==> src/rtl/iob_nco_meter.sv <==
// iob_nco_meter: averaging period meter for an external clock-like signal.
// Counts system cycles across 2^k rising edges of sig_i and returns the mean
// period in the NCO fixed-point format (DATA_W integer bits, FRAC_W fraction bits).
//
// Ports:
//   clk_i, rst_n_i      system clock, synchronous active-low reset
//   cke_i               clock enable; low freezes every register
//   enable_i            block enable; low aborts to IDLE
//   start_i, avg_log2_i measurement request and averaging exponent k
//   sig_i               measured asynchronous signal
//   period_o            measured period (int.frac), with period_valid_o/period_ready_i
//   timeout_o           result is a timeout (qualified by period_valid_o)
//   busy_o              measurement in progress or result pending
module iob_nco_meter #(
    parameter int unsigned DATA_W = 32,
    parameter int unsigned FRAC_W = 8,
    parameter int unsigned AVG_W  = 4
) (
    input  logic                       clk_i,
    input  logic                       rst_n_i,
    input  logic                       cke_i,
    input  logic                       enable_i,
    input  logic                       start_i,
    input  logic [AVG_W-1:0]           avg_log2_i,
    input  logic                       sig_i,
    output logic [DATA_W+FRAC_W-1:0]   period_o,
    output logic                       period_valid_o,
    input  logic                       period_ready_i,
    output logic                       timeout_o,
    output logic                       busy_o
);

    localparam int unsigned PERIOD_W = DATA_W + FRAC_W;

    typedef enum logic [1:0] {IDLE, ARM, MEASURE, DONE} state_t;

    state_t                state_q, state_d;
    logic                  s1_q, s2_q, s3_q;
    logic [AVG_W-1:0]      k_q, k_d;
    logic [DATA_W-1:0]     gap_q, gap_d;
    logic [FRAC_W-1:0]     edges_q, edges_d;
    logic [PERIOD_W-1:0]   acc_q, acc_d;
    logic [PERIOD_W-1:0]   period_q, period_d;
    logic                  valid_q, valid_d;
    logic                  timeout_q, timeout_d;

    logic                  rise;
    logic [AVG_W-1:0]      k_clamp;
    logic [FRAC_W:0]       edge_lim;
    logic [FRAC_W-1:0]     edges_last;
    logic [DATA_W-1:0]     gap_inc;
    logic                  gap_sat;
    logic [PERIOD_W-1:0]   acc_inc;
    logic [AVG_W-1:0]      shamt;

    // Edge detect on the synchronized signal; the fixed latency cancels between edges.
    assign rise       = s2_q & ~s3_q;
    assign k_clamp    = (avg_log2_i > AVG_W'(FRAC_W)) ? AVG_W'(FRAC_W) : avg_log2_i;
    assign edge_lim   = (FRAC_W+1)'(1) << k_q;
    assign edges_last = FRAC_W'(edge_lim - (FRAC_W+1)'(1));
    assign gap_inc    = gap_q + DATA_W'(1);
    // Gap saturation bounds acc to 2^FRAC_W * (2^DATA_W-1), so PERIOD_W never overflows.
    assign gap_sat    = &gap_inc;
    assign acc_inc    = acc_q + PERIOD_W'(1);
    assign shamt      = AVG_W'(FRAC_W) - k_q;

    // Next-state and registered-output logic.
    always_comb begin
        state_d   = state_q;
        k_d       = k_q;
        gap_d     = gap_q;
        edges_d   = edges_q;
        acc_d     = acc_q;
        period_d  = period_q;
        valid_d   = valid_q;
        timeout_d = timeout_q;
        if (!enable_i) begin
            state_d   = IDLE;
            valid_d   = 1'b0;
            timeout_d = 1'b0;
        end else begin
            unique case (state_q)
                IDLE: begin
                    if (start_i) begin
                        state_d = ARM;
                        k_d     = k_clamp;
                        gap_d   = '0;
                        edges_d = '0;
                    end
                end
                ARM: begin
                    gap_d = gap_inc;
                    if (rise) begin
                        acc_d   = '0;
                        gap_d   = '0;
                        edges_d = '0;
                        state_d = MEASURE;
                    end else if (gap_sat) begin
                        period_d  = '0;
                        timeout_d = 1'b1;
                        valid_d   = 1'b1;
                        state_d   = DONE;
                    end
                end
                MEASURE: begin
                    gap_d = gap_inc;
                    acc_d = acc_inc;
                    if (rise) begin
                        gap_d   = '0;
                        edges_d = edges_q + FRAC_W'(1);
                        if (edges_q == edges_last) begin
                            period_d  = acc_inc << shamt;
                            timeout_d = 1'b0;
                            valid_d   = 1'b1;
                            state_d   = DONE;
                        end
                    end else if (gap_sat) begin
                        period_d  = '0;
                        timeout_d = 1'b1;
                        valid_d   = 1'b1;
                        state_d   = DONE;
                    end
                end
                DONE: begin
                    if (valid_q && period_ready_i) begin
                        valid_d = 1'b0;
                        state_d = IDLE;
                    end
                end
                default: state_d = IDLE;
            endcase
        end
    end

    // State, synchronizer and datapath registers; everything freezes when cke_i is low.
    always_ff @(posedge clk_i) begin
        if (cke_i) begin
            if (!rst_n_i) begin
                state_q   <= IDLE;
                s1_q      <= 1'b0;
                s2_q      <= 1'b0;
                s3_q      <= 1'b0;
                k_q       <= '0;
                gap_q     <= '0;
                edges_q   <= '0;
                acc_q     <= '0;
                period_q  <= '0;
                valid_q   <= 1'b0;
                timeout_q <= 1'b0;
            end else begin
                state_q   <= state_d;
                s1_q      <= sig_i;
                s2_q      <= s1_q;
                s3_q      <= s2_q;
                k_q       <= k_d;
                gap_q     <= gap_d;
                edges_q   <= edges_d;
                acc_q     <= acc_d;
                period_q  <= period_d;
                valid_q   <= valid_d;
                timeout_q <= timeout_d;
            end
        end
    end

    assign period_o       = period_q;
    assign period_valid_o = valid_q;
    assign timeout_o      = timeout_q;
    assign busy_o         = (state_q != IDLE);

endmodule

==> config.mk <==
export PLATFORM = sky130hd
export DESIGN_NAME = iob_nco_meter
export DESIGN_NICKNAME = d
export VERILOG_FILES = /design/src/rtl/iob_nco_meter.sv
export SDC_FILE = /design/constraint.sdc
export NUM_CORES = 1
export LEC_CHECK = 0
export ABC_AREA = 0
export CORE_ASPECT_RATIO = 1.4
export CORE_MARGIN = 4
export CORE_UTILIZATION = 40
export CTS_CLUSTER_SIZE = 10
export DETAILED_ROUTE_END_ITERATION = 10
export PLACE_DENSITY = 0.61
export SYNTH_ARGS = -nofsm -noshare
export SYNTH_HDL_FRONTEND = slang
export SYNTH_SLANG_ARGS = --single-unit
==> constraint.sdc <==
create_clock -name clk_i -period 8.4 [get_ports clk_i]
set_clock_uncertainty 0.2 [all_clocks]
set_input_delay 2.1 -clock clk_i [delete_from_list [all_inputs] [get_ports clk_i]]
set_output_delay 2.1 -clock clk_i [all_outputs]
set_load 0.005 [all_outputs]
==> summary.md, run 1 <==
| Metric | Value |
|---|---|
| Status | complete, no violations |
| Root Driver | clkbuf_16 |
| Unrepaired setup endpoints after global routing | false |
| FF-to-FF Start | k_q[0] |
| Cells after Synth | 1089 |
| Die area | 27700 um2 |
| Clk pin slew, worst setup/hold paths | 0.06 ns |
| FF+latch count, synth | 131 |
| Core footprint | 24670 um2 |
| Final TNS setup | 0 ns |
| Initial antenna violation count | 0 |
| Vias per inst | 6.035 |
| IO Count | 54 |
| Cells on Worst Hold Path | 1 |
| Max Clk Rate | 197.8 MHz |
| Async S/R FF share, synth | 0% |
| Final Critical Period | 5.054 ns |
| Largest net degree at the start of global routing | 63 |
| Row count | 68 |
| Final wirelength | 28250 um |
| Critical Path RT | 8.27 ns |
| Synth area leader | edfxtp_1 |
| Yosys warning count | 0 |
| Leak pwr | 3.846 nW |
| Worst slew pin tran | 1.214 ns |
| Post-Place Setup Slack | 2.975 ns |
| Hold Path Class | flop to flop |
| GR Overflow Total | 0 |
| Leading post-synthesis cells by cell area | edfxtp_1 39%, nor2_1 5.1%, nand2_1 4.5% |
| CTS Buffer Depth | 2 |
| Max VDD drop | 150.2 uV |
| Setup ws final | 3.346 ns |
| Critical path fanouts, max | 62 |
| Worst Reg-to-Reg Cells | 13 |
| Mapped cell area | 10030 um2 |
| Hold_buf cts | 0 |
| Latest clock arrival within the worst-skew pair | 0.44 ns |
| Post-CTS sizing | 0 |
| Sequential cell area fraction in the yosys report | 39.23% |
| Cell area after layout | 11350 um2 |
| Crit Path Class | flop to flop |
| Die Y | 195.4 um |
| Post-route ant nets | 0 |
| Startpoint Class | flop |
| 1st-pass router iterations | 5 |
| Critical Path, Cell by Cell | buf_4 -> clkinv_1 -> ha_2 -> ha_1 -> nor4_1 -> mux2i_1 -> xor2_1 -> o2bb2ai_1 -> a32oi_1 -> a2111oi_0 -> nand2b_1 -> a31oi_4 -> buf_4 |
| Endpoints failing hold | 0 |
| Min-Delay Endpoint | s2_q |
| Hold Path Origin | s1_q |
| Filler instances | 2405 |
| Crit-path slowest cell | a2111oi_0 |
| Global-route wire length before repair | 45460 um |
| WP buf/inv | 3 |
| Max-Cap Viols | 0 |
| I/O Buffers | 53 |
| Top cell type's share of synthesized area | 39.23% |
| DR iter-0 viols | 599 |
| Synth Net Count | 1116 |
| Antenna cells | 0 |
| Die Wd | 141.8 um |
| Count leader, synth | nor2_1 |
| Post-synth EDFFs | 131 |
| Number of distinct library cells after synthesis | 86 |
| Final Setup Violations | 0 |
| Fin nets | 1126 |
| Syn Area/Cell | 9.209 um2 |
| Period utilization | 60.17% |
| Clock sink count | 131 |
| All-Layer GR Usage | 20.47% |
| Vias in the first global route | 8302 |
| Max stage delay on crit path | 0.83 ns |
| DP HPWL | 20530 um |
| Initial Util | 40.64% |
| Crit-path leading delay family | buffers and inverters |
| Area growth syn-to-layout | 13.22% |
| Main synth FF type | edfxtp_1 |
| Final Max Slew Viols | 0 |
| Layout cells sized above 1 | 7.824% |
| CTS Buf Count | 17 |
| Post-synth top cells | 136 x nor2_1, 131 x edfxtp_1, 119 x nand2_1 |
| Remaining DRCs | 0 |
| Pwr/cell area | 166.6 nW/um2 |
| R2r setup slk | 3.35 ns |
| Min Hold Slack | 0.3432 ns |
| Worst reg2reg path endpoint | period_o[16] |
| Routed len/inst | 19.80 um |
| CP Capture Type | flop |
| WP data arrival | 4.92 ns |
| Gpl congestion | 0.8465 |
| Critical Path Most Common Cell | buf_4 |
| CTS tree | built |
| Max_slew headroom | 18.32% |
| Area post-placement | 10770 um2 |
| H-tree levels | 4 |
| Post-CTS setup buffer count | 0 |
| Vias | 8612 |
==> registers in the layout, summed over array words and instances (netlist names) <==
| signal | flops |
|---|---|
| acc_q | 40 |
| period_o | 40 |
| gap_q | 32 |
| edges_q | 8 |
| k_q | 4 |
| state_q | 2 |
| period_valid_o | 1 |
| s1_q | 1 |
| s2_q | 1 |
| s3_q | 1 |
| timeout_o | 1 |
==> power by group <==
| part | internal, mW | switching [mW] |
|---|---|---|
| clock | 0.440 | 0.313 |
| combinational | 0.129 | 0.199 |
| sequential | 0.766 | 0.0454 |
==> layout by cell type, fill, tap and decap left out, drive strengths merged, types with 9 or more instances in the layout <==
cell type      instances
a21oi                 37
and4                   9
o22ai                 12
nand2                119
nor2                 137
ha                    16
o21ai                 32
a31oi                 13
clkdlybuf4s50         53
nor2b                 10
and3                  14
a211oi                20
inv                   20
o31ai                 10
xor2                  38
mux2i                 37
nand4                 31
xnor2                 40
nand2b                10
o211ai                14
a22oi                  9
mux2                   9
buf                   10
nor3                  33
nor4                  23
clkbuf                18
and2                  18
edfxtp               131
nand3                 53
==> metrics by stage <==
step | total power [mW] | utilization [%] | cells
after floorplan | 1.037 | - | 1089
after global placement | 1.148 | 43.65 | 1395
after detailed placement | 1.150 | 43.65 | 1395
after CTS | 1.906 | 46.02 | 1427
after global routing | 1.971 | 46.02 | 1427
final | 1.892 | 46.02 | 1427
==> cell families (layout without fill, tap and decap cells) <==
family	count (synthesis)	in the layout	share of synthesized area (%)
buffers and inverters	91	114	3.706
xor gates and xnor gates	78	78	6.812
DFF	131	131	39.23
and+or+nand+nor	486	486	24.92
adders and majority gates	16	16	1.996
muxes	53	53	6.401
AOI/OAI and AO/OA	234	234	16.94
==> worst max-delay path by stage <==
| stage | start | endpoint | depth (start not counted) |
|---|---|---|---|
| final | k_q[0] | period_o[16] | 13 |
| after global routing | k_q[0] | period_o[16] | 13 |
| after CTS | k_q[0] | period_o[16] | 13 |
| after detailed placement | rst_n_i | period_o[25] | 6 |
| after global placement | rst_n_i | period_o[25] | 6 |
| after floorplan | k_q[0] | period_o[0] | 15 |
==> per-layer routing <==
layer	global-route usage [%]	part of all wire (%)	up-vias
li1	-	-	4136
met1	25.76	41	4195
met2	34.19	50	229
met3	4.434	5.3	52
met4	7.895	3.3	0
met5	0	0	-
==> cell type report <==
| class | count | area [um2] | share of cell area [%] |
|---|---|---|---|
| Clock buffer | 18 | 429.2 | 3.780 |
| Inverter | 19 | 71.32 | 0.6281 |
| Timing Repair Buffer | 63 | 605.6 | 5.333 |
| Tap cell | 315 | 394.1 | 3.471 |
| Multi-Input combinational cell | 867 | 5766 | 50.78 |
| Sequential cell | 131 | 3934 | 34.64 |
| Clock inverter | 14 | 155.1 | 1.366 |
(Power assumes the default switching activity.)
==> run 2: changes to the inputs <==
clock period = 5.1 ns   (was 8.4 ns; I/O delays follow)
==> summary.md, run 2 (synthesis gave the netlist of run 1 again) <==
| Metric | Value |
|---|---|
| Gpl congestion | 0.9051 (was 0.8465) |
| Final Setup Violations | 0 (unchanged) |
| Remaining DRCs | 0 (unchanged) |
| Endpoints failing hold | 0 (unchanged) |
| Die Y | 195.4 um (unchanged) |
| Max Clk Rate | 222.0 MHz (was 197.8 MHz) |
| Row count | 68 (unchanged) |
| Post-CTS setup buffer count | 0 (unchanged) |
| Unrepaired setup endpoints after global routing | false (unchanged) |
| Critical path fanouts, max | 40 (was 62) |
| Startpoint Class | flop (unchanged) |
| Crit path to | period_o[5] (was period_o[16]) |
| CTS tree | built (unchanged) |
| Post-CTS sizing | 0 (unchanged) |
| Vias | 8716 (was 8612) |
| Max_slew headroom | 28.62% (was 18.32%) |
| Pwr/cell area | 271.3 nW/um2 (was 166.6 nW/um2) |
| FF-to-FF Start | k_q[0] (unchanged) |
| H-tree levels | 4 (unchanged) |
| All-Layer GR Usage | 20.57% (was 20.47%) |
| GR Overflow Total | 0 (unchanged) |
| Global-route wire length before repair | 45970 um (was 45460 um) |
| Routed len/inst | 20.08 um (was 19.80 um) |
| 1st-pass router iterations | 5 (unchanged) |
| Max VDD drop | 209.4 uV (was 150.2 uV) |
| Root Driver | clkbuf_16 (unchanged) |
| Post-route ant nets | 0 (unchanged) |
| CTS Buf Count | 17 (unchanged) |
| Critical Path, Cell by Cell | clkinv_1 -> ha_2 -> ha_1 -> nor4_1 -> mux2i_1 -> xor2_1 -> o2bb2ai_1 -> a32oi_1 -> a2111oi_0 -> nand2b_1 -> a31oi_4 -> buf_4 (was buf_4 -> clkinv_1 -> ha_2 -> ha_1 -> nor4_1 -> mux2i_1 -> xor2_1 -> o2bb2ai_1 -> a32oi_1 -> a2111oi_0 -> nand2b_1 -> a31oi_4 -> buf_4) |
| Clock sink count | 131 (unchanged) |
| Max-Cap Viols | 0 (unchanged) |
| Final wirelength | 28770 um (was 28250 um) |
| Final Critical Period | 4.505 ns (was 5.054 ns) |
| Worst Reg-to-Reg Cells | 12 (was 13) |
| CTS Buffer Depth | 2 (unchanged) |
| Die area | 27700 um2 (unchanged) |
| Hold Path Class | flop to flop (unchanged) |
| Worst reg2reg path endpoint | period_o[5] (was period_o[16]) |
| IO Count | 54 (unchanged) |
| Final TNS setup | 0 ns (unchanged) |
| Layout cells sized above 1 | 8.229% (was 7.824%) |
| WP data arrival | 4.37 ns (was 4.92 ns) |
| Max stage delay on crit path | 0.70 ns (was 0.83 ns) |
| Critical Path RT | 4.96 ns (was 8.27 ns) |
| Clk pin slew, worst setup/hold paths | 0.06 ns (about the same) |
| Initial antenna violation count | 0 (unchanged) |
| Largest net degree at the start of global routing | 60 (was 63) |
| Vias in the first global route | 8463 (was 8302) |
| R2r setup slk | 0.60 ns (was 3.35 ns) |
| Worst slew pin tran | 1.068 ns (was 1.214 ns) |
| CP startpoint | k_q[0] (unchanged) |
| DP HPWL | 20890 um (was 20530 um) |
| CP Capture Type | flop (unchanged) |
| Antenna cells | 0 (unchanged) |
| Fin nets | 1133 (was 1126) |
| Hold_buf cts | 0 (unchanged) |
| Area growth syn-to-layout | 13.55% (was 13.22%) |
| Commonest non-fill, non-tap cells in the layout | 136 x nor2_1, 131 x edfxtp_1, 119 x nand2_1 (unchanged) |
| Crit-path slowest cell | a2111oi_0 (unchanged) |
| Status | complete, no violations (unchanged) |
| Vias per inst | 6.082 (was 6.035) |
| Power, Total | 3.089 mW (was 1.892 mW) |
| Die Wd | 141.8 um (unchanged) |
| Core footprint | 24670 um2 (unchanged) |
| Initial Util | 40.64% (unchanged) |
| Crit Path Class | flop to flop (unchanged) |
| Final Max Slew Viols | 0 (unchanged) |
| I/O Buffers | 53 (unchanged) |
| Filler instances | 2423 (was 2405) |
| Leak pwr | 3.873 nW (was 3.846 nW) |
| Latest clock arrival within the worst-skew pair | 0.43 ns (was 0.44 ns) |
| Commonest non-fill, non-tap cell in the layout | nor2_1 (unchanged) |
| Period utilization | 88.33% (was 60.17%) |
| DR iter-0 viols | 749 (was 599) |
## run 2: per-layer routing
| metal | GRT usage [%] | routed length, um | vias to the layer above |
|---|---|---|---|
| met5 | 0 | 0 | - |
| li1 | - | - | 4167 |
| met1 | 26.28 | 12010 | 4249 |
| met2 | 34.72 | 14490 | 251 |
| met4 | 7.610 | 797 | 0 |
| met3 | 3.577 | 1471 | 49 |
## run 2: worst max-delay path, delay by kind of cell (launching register included)
| family | cells | cell delay (ns) |
|---|---|---|
| xor+xnor | 1 | 0.12 |
| flops | 1 | 0.40 |
| simple gates | 2 | 0.58 |
| mux | 1 | 0.36 |
| buf+inv | 2 | 0.72 |
| compound gates | 4 | 1.17 |
| fa+ha+maj | 2 | 0.56 |
## run 2: how the worst min path moves through the flow
stage	startpoint	to	slack [ns]	depth (start not counted)
global placement	s1_q	s2_q	0.32	1
detailed placement	s1_q	s2_q	0.32	1
floorplan	s1_q	s2_q	0.30	1
global route	s1_q	s2_q	0.37	1
CTS	s1_q	s2_q	0.35	1
finish	s1_q	s2_q	0.34	1
## run 2: where the power goes
group | switching [mW] | internal [mW] | total (mW)
Clock | 0.493 | 0.713 | 1.21
Combinational | 0.331 | 0.216 | 0.547
Sequential | 0.0760 | 1.26 | 1.34
## run 2: area by class of cell
cell class                 instances  area (um2)  share of cell area [%]
inverter                          19       71.32                  0.6263
timing repair buffer              70       658.1                   5.780
clock inverter                    14       138.9                   1.220
sequential                       131        3934                   34.55
clock buffer                      17       425.4                   3.736
multi-input combinational        867        5766                   50.63
tap                              315       394.1                   3.461
## run 2: metrics by stage
stage	util, %	instances	setup slack, ns	hold WS (ns)	cell area (um2)
after floorplan	-	1089	0.002497	0.3026	10040
after CTS	46.15	1433	0.6045	0.3518	11390
after global placement	43.86	1402	0.8072	0.3187	10820
after detailed placement	43.86	1402	0.6512	0.3224	10820
final	46.15	1433	0.5950	0.3408	11390
after global routing	46.15	1433	0.2002	0.3714	11390
==> run 3: changes to the inputs <==
CORE_MARGIN = 3   (was 4)
PLACE_DENSITY = 0.58   (was 0.61)
==> summary.md, run 3 (synthesis gave the netlist of run 1 again) <==
| Metric | Value |
|---|---|
| Status | complete, no violations (unchanged) |
| Vias per inst | 6.018 (was 6.082) |
| IO Count | 54 (unchanged) |
| Cell area after layout | 11400 um2 (was 11390 um2) |
| Commonest non-fill, non-tap cells in the layout | 136 x nor2_1, 131 x edfxtp_1, 119 x nand2_1 (unchanged) |
| Final core utilization | 46.88% (was 46.15%) |
| Vias in the first global route | 8341 (was 8463) |
| Comb power frac | 17.8% (was 17.7%) |
| Global-route wire length before repair | 46230 um (was 45970 um) |
| Post-route ant nets | 0 (unchanged) |
| CTS Buf Count | 17 (unchanged) |
| R2r setup slk | 0.72 ns (was 0.60 ns) |
| Leak pwr | 3.887 nW (was 3.873 nW) |
| Final Critical Period | 4.378 ns (was 4.505 ns) |
| Max-Cap Viols | 0 (unchanged) |
| Clock sink count | 131 (unchanged) |
| Vias | 8606 (was 8716) |
| Core footprint | 24310 um2 (was 24670 um2) |
| Die area | 27030 um2 (was 27700 um2) |
| Unrepaired setup endpoints after global routing | false (unchanged) |
| CP Capture Type | flop (unchanged) |
| WP data arrival | 4.24 ns (was 4.37 ns) |
| Psw | 905.8 uW (was 899.1 uW) |
| Final TNS setup | 0 ns (unchanged) |
| Max Clk Rate | 228.4 MHz (was 222.0 MHz) |
| Die Y | 193.4 um (was 195.4 um) |
| Dpl cells | 1399 (was 1402) |
| Commonest non-fill, non-tap cell in the layout | nor2_1 (unchanged) |
| Critical path fanouts, max | 40 (unchanged) |
| Clock share of power | 39.1% (was 39.0%) |
| GR Overflow Total | 0 (unchanged) |
| Largest net degree at the start of global routing | 60 (unchanged) |
| Post-CTS setup buffer count | 0 (unchanged) |
| Die Wd | 139.8 um (was 141.8 um) |
| Antenna cells | 0 (unchanged) |
| Area post-placement | 10830 um2 (was 10820 um2) |
| Routed len/inst | 20.30 um (was 20.08 um) |
| Int Power | 2.192 mW (was 2.190 mW) |
| Endpoints failing hold | 0 (unchanged) |
| DP HPWL | 21130 um (was 20890 um) |
| CTS tree | built (unchanged) |
| Post-CTS sizing | 0 (unchanged) |
| Min Hold Slack | 0.3355 ns (was 0.3408 ns) |
| Gpl congestion | 0.8877 (was 0.9051) |
| Startpoint Class | flop (unchanged) |
| Max_slew headroom | 24.81% (was 28.62%) |
| Max VDD drop | 232.8 uV (was 209.4 uV) |
| Power, Total | 3.098 mW (was 3.089 mW) |
| I/O Buffers | 53 (unchanged) |
| Switching share of power | 29.24% (was 29.10%) |
| Area growth syn-to-layout | 13.65% (was 13.55%) |
| Hold Path Class | flop to flop (unchanged) |
| Root Driver | clkbuf_16 (unchanged) |
| CTS Buffer Depth | 2 (unchanged) |
| Remaining DRCs | 0 (unchanged) |
| All-Layer GR Usage | 21.21% (was 20.57%) |
| Final Max Slew Viols | 0 (unchanged) |
| Layout cells sized above 1 | 8.393% (was 8.229%) |
| Worst slew pin tran | 1.125 ns (was 1.068 ns) |
| Row count | 67 (was 68) |
| Initial antenna violation count | 0 (unchanged) |
| 1st-pass router iterations | 4 (was 5) |
| Latest clock arrival within the worst-skew pair | 0.44 ns (was 0.43 ns) |
| Final Setup Violations | 0 (unchanged) |
| Fin nets | 1135 (was 1133) |
| Crit Path Class | flop to flop (unchanged) |
| Final wirelength | 29020 um (was 28770 um) |
| DR iter-0 viols | 605 (was 749) |
| Clk pin slew, worst setup/hold paths | 0.06 ns (about the same) |
| Layout Cells excl Fill | 1430 (was 1433) |
| Period utilization | 85.85% (was 88.33%) |
| Pwr/cell area | 271.8 nW/um2 (was 271.3 nW/um2) |
| Setup ws final | 0.7218 ns (was 0.5950 ns) |
| Critical Path RT | 4.97 ns (was 4.96 ns) |
| Hold_buf cts | 0 (unchanged) |
| Initial Util | 41.25% (was 40.64%) |
| Post-Place Setup Slack | 0.7163 ns (was 0.6512 ns) |
| H-tree levels | 4 (unchanged) |
| Sequential power share | 43.1% (was 43.3%) |
-- run 3: cell count changes in the layout (fill, tap and decap cells not counted) --
| cell | delta |
|---|---|
| clkinv_4 | +2 |
| clkinvlp_4 | -1 |
| inv_6 | -1 |
| buf_4 | +2 |
-- run 3: power by group through the flow --
| stage | clock, mW | sequential [mW] | combinational [mW] |
|---|---|---|---|
| global route | 1.28 | 1.34 | 0.603 |
| floorplan | 0 | 1.33 | 0.379 |
| finish | 1.21 | 1.33 | 0.552 |
| CTS | 1.24 | 1.33 | 0.550 |
| detailed placement | 0 | 1.36 | 0.548 |
| global placement | 0 | 1.36 | 0.547 |
-- run 3: metal layers --
| layer | wire, um | share of wire (%) | global-route usage (%) |
|---|---|---|---|
| met1 | 12280 | 42 | 26.71 |
| met2 | 14580 | 50 | 35.61 |
| met3 | 1355 | 4.7 | 4.643 |
| met4 | 806 | 2.8 | 7.935 |
| met5 | 0 | 0 | 0 |
-- run 3: worst paths after layout --
path,from,end,cells after the start
min reg2reg,s1_q,s2_q,1
max reg2reg,k_q[0],period_o[16],12
min,s1_q,s2_q,1
max,k_q[0],period_o[16],12
-- run 3: layout make-up --
class,instances,area [um2]
clock inverter,14,140.1
tap,310,387.9
fill,2355,12910
multi-input combinational,867,5766
timing repair buffer,72,673.1
clock buffer,17,425.4
inverter,19,71.32
sequential,131,3934
-- run 3: critical path, stage by stage, from the launching register on --
cell and delay (ns):
edfxtp_1 0.40, clkinv_1 0.25, ha_2 0.28, ha_1 0.28, nor4_1 0.35, mux2i_1 0.34, xor2_1 0.10, o2bb2ai_1 0.16
a32oi_1 0.07, a2111oi_0 0.67, nand2b_1 0.20, a31oi_4 0.21, buf_4 0.47
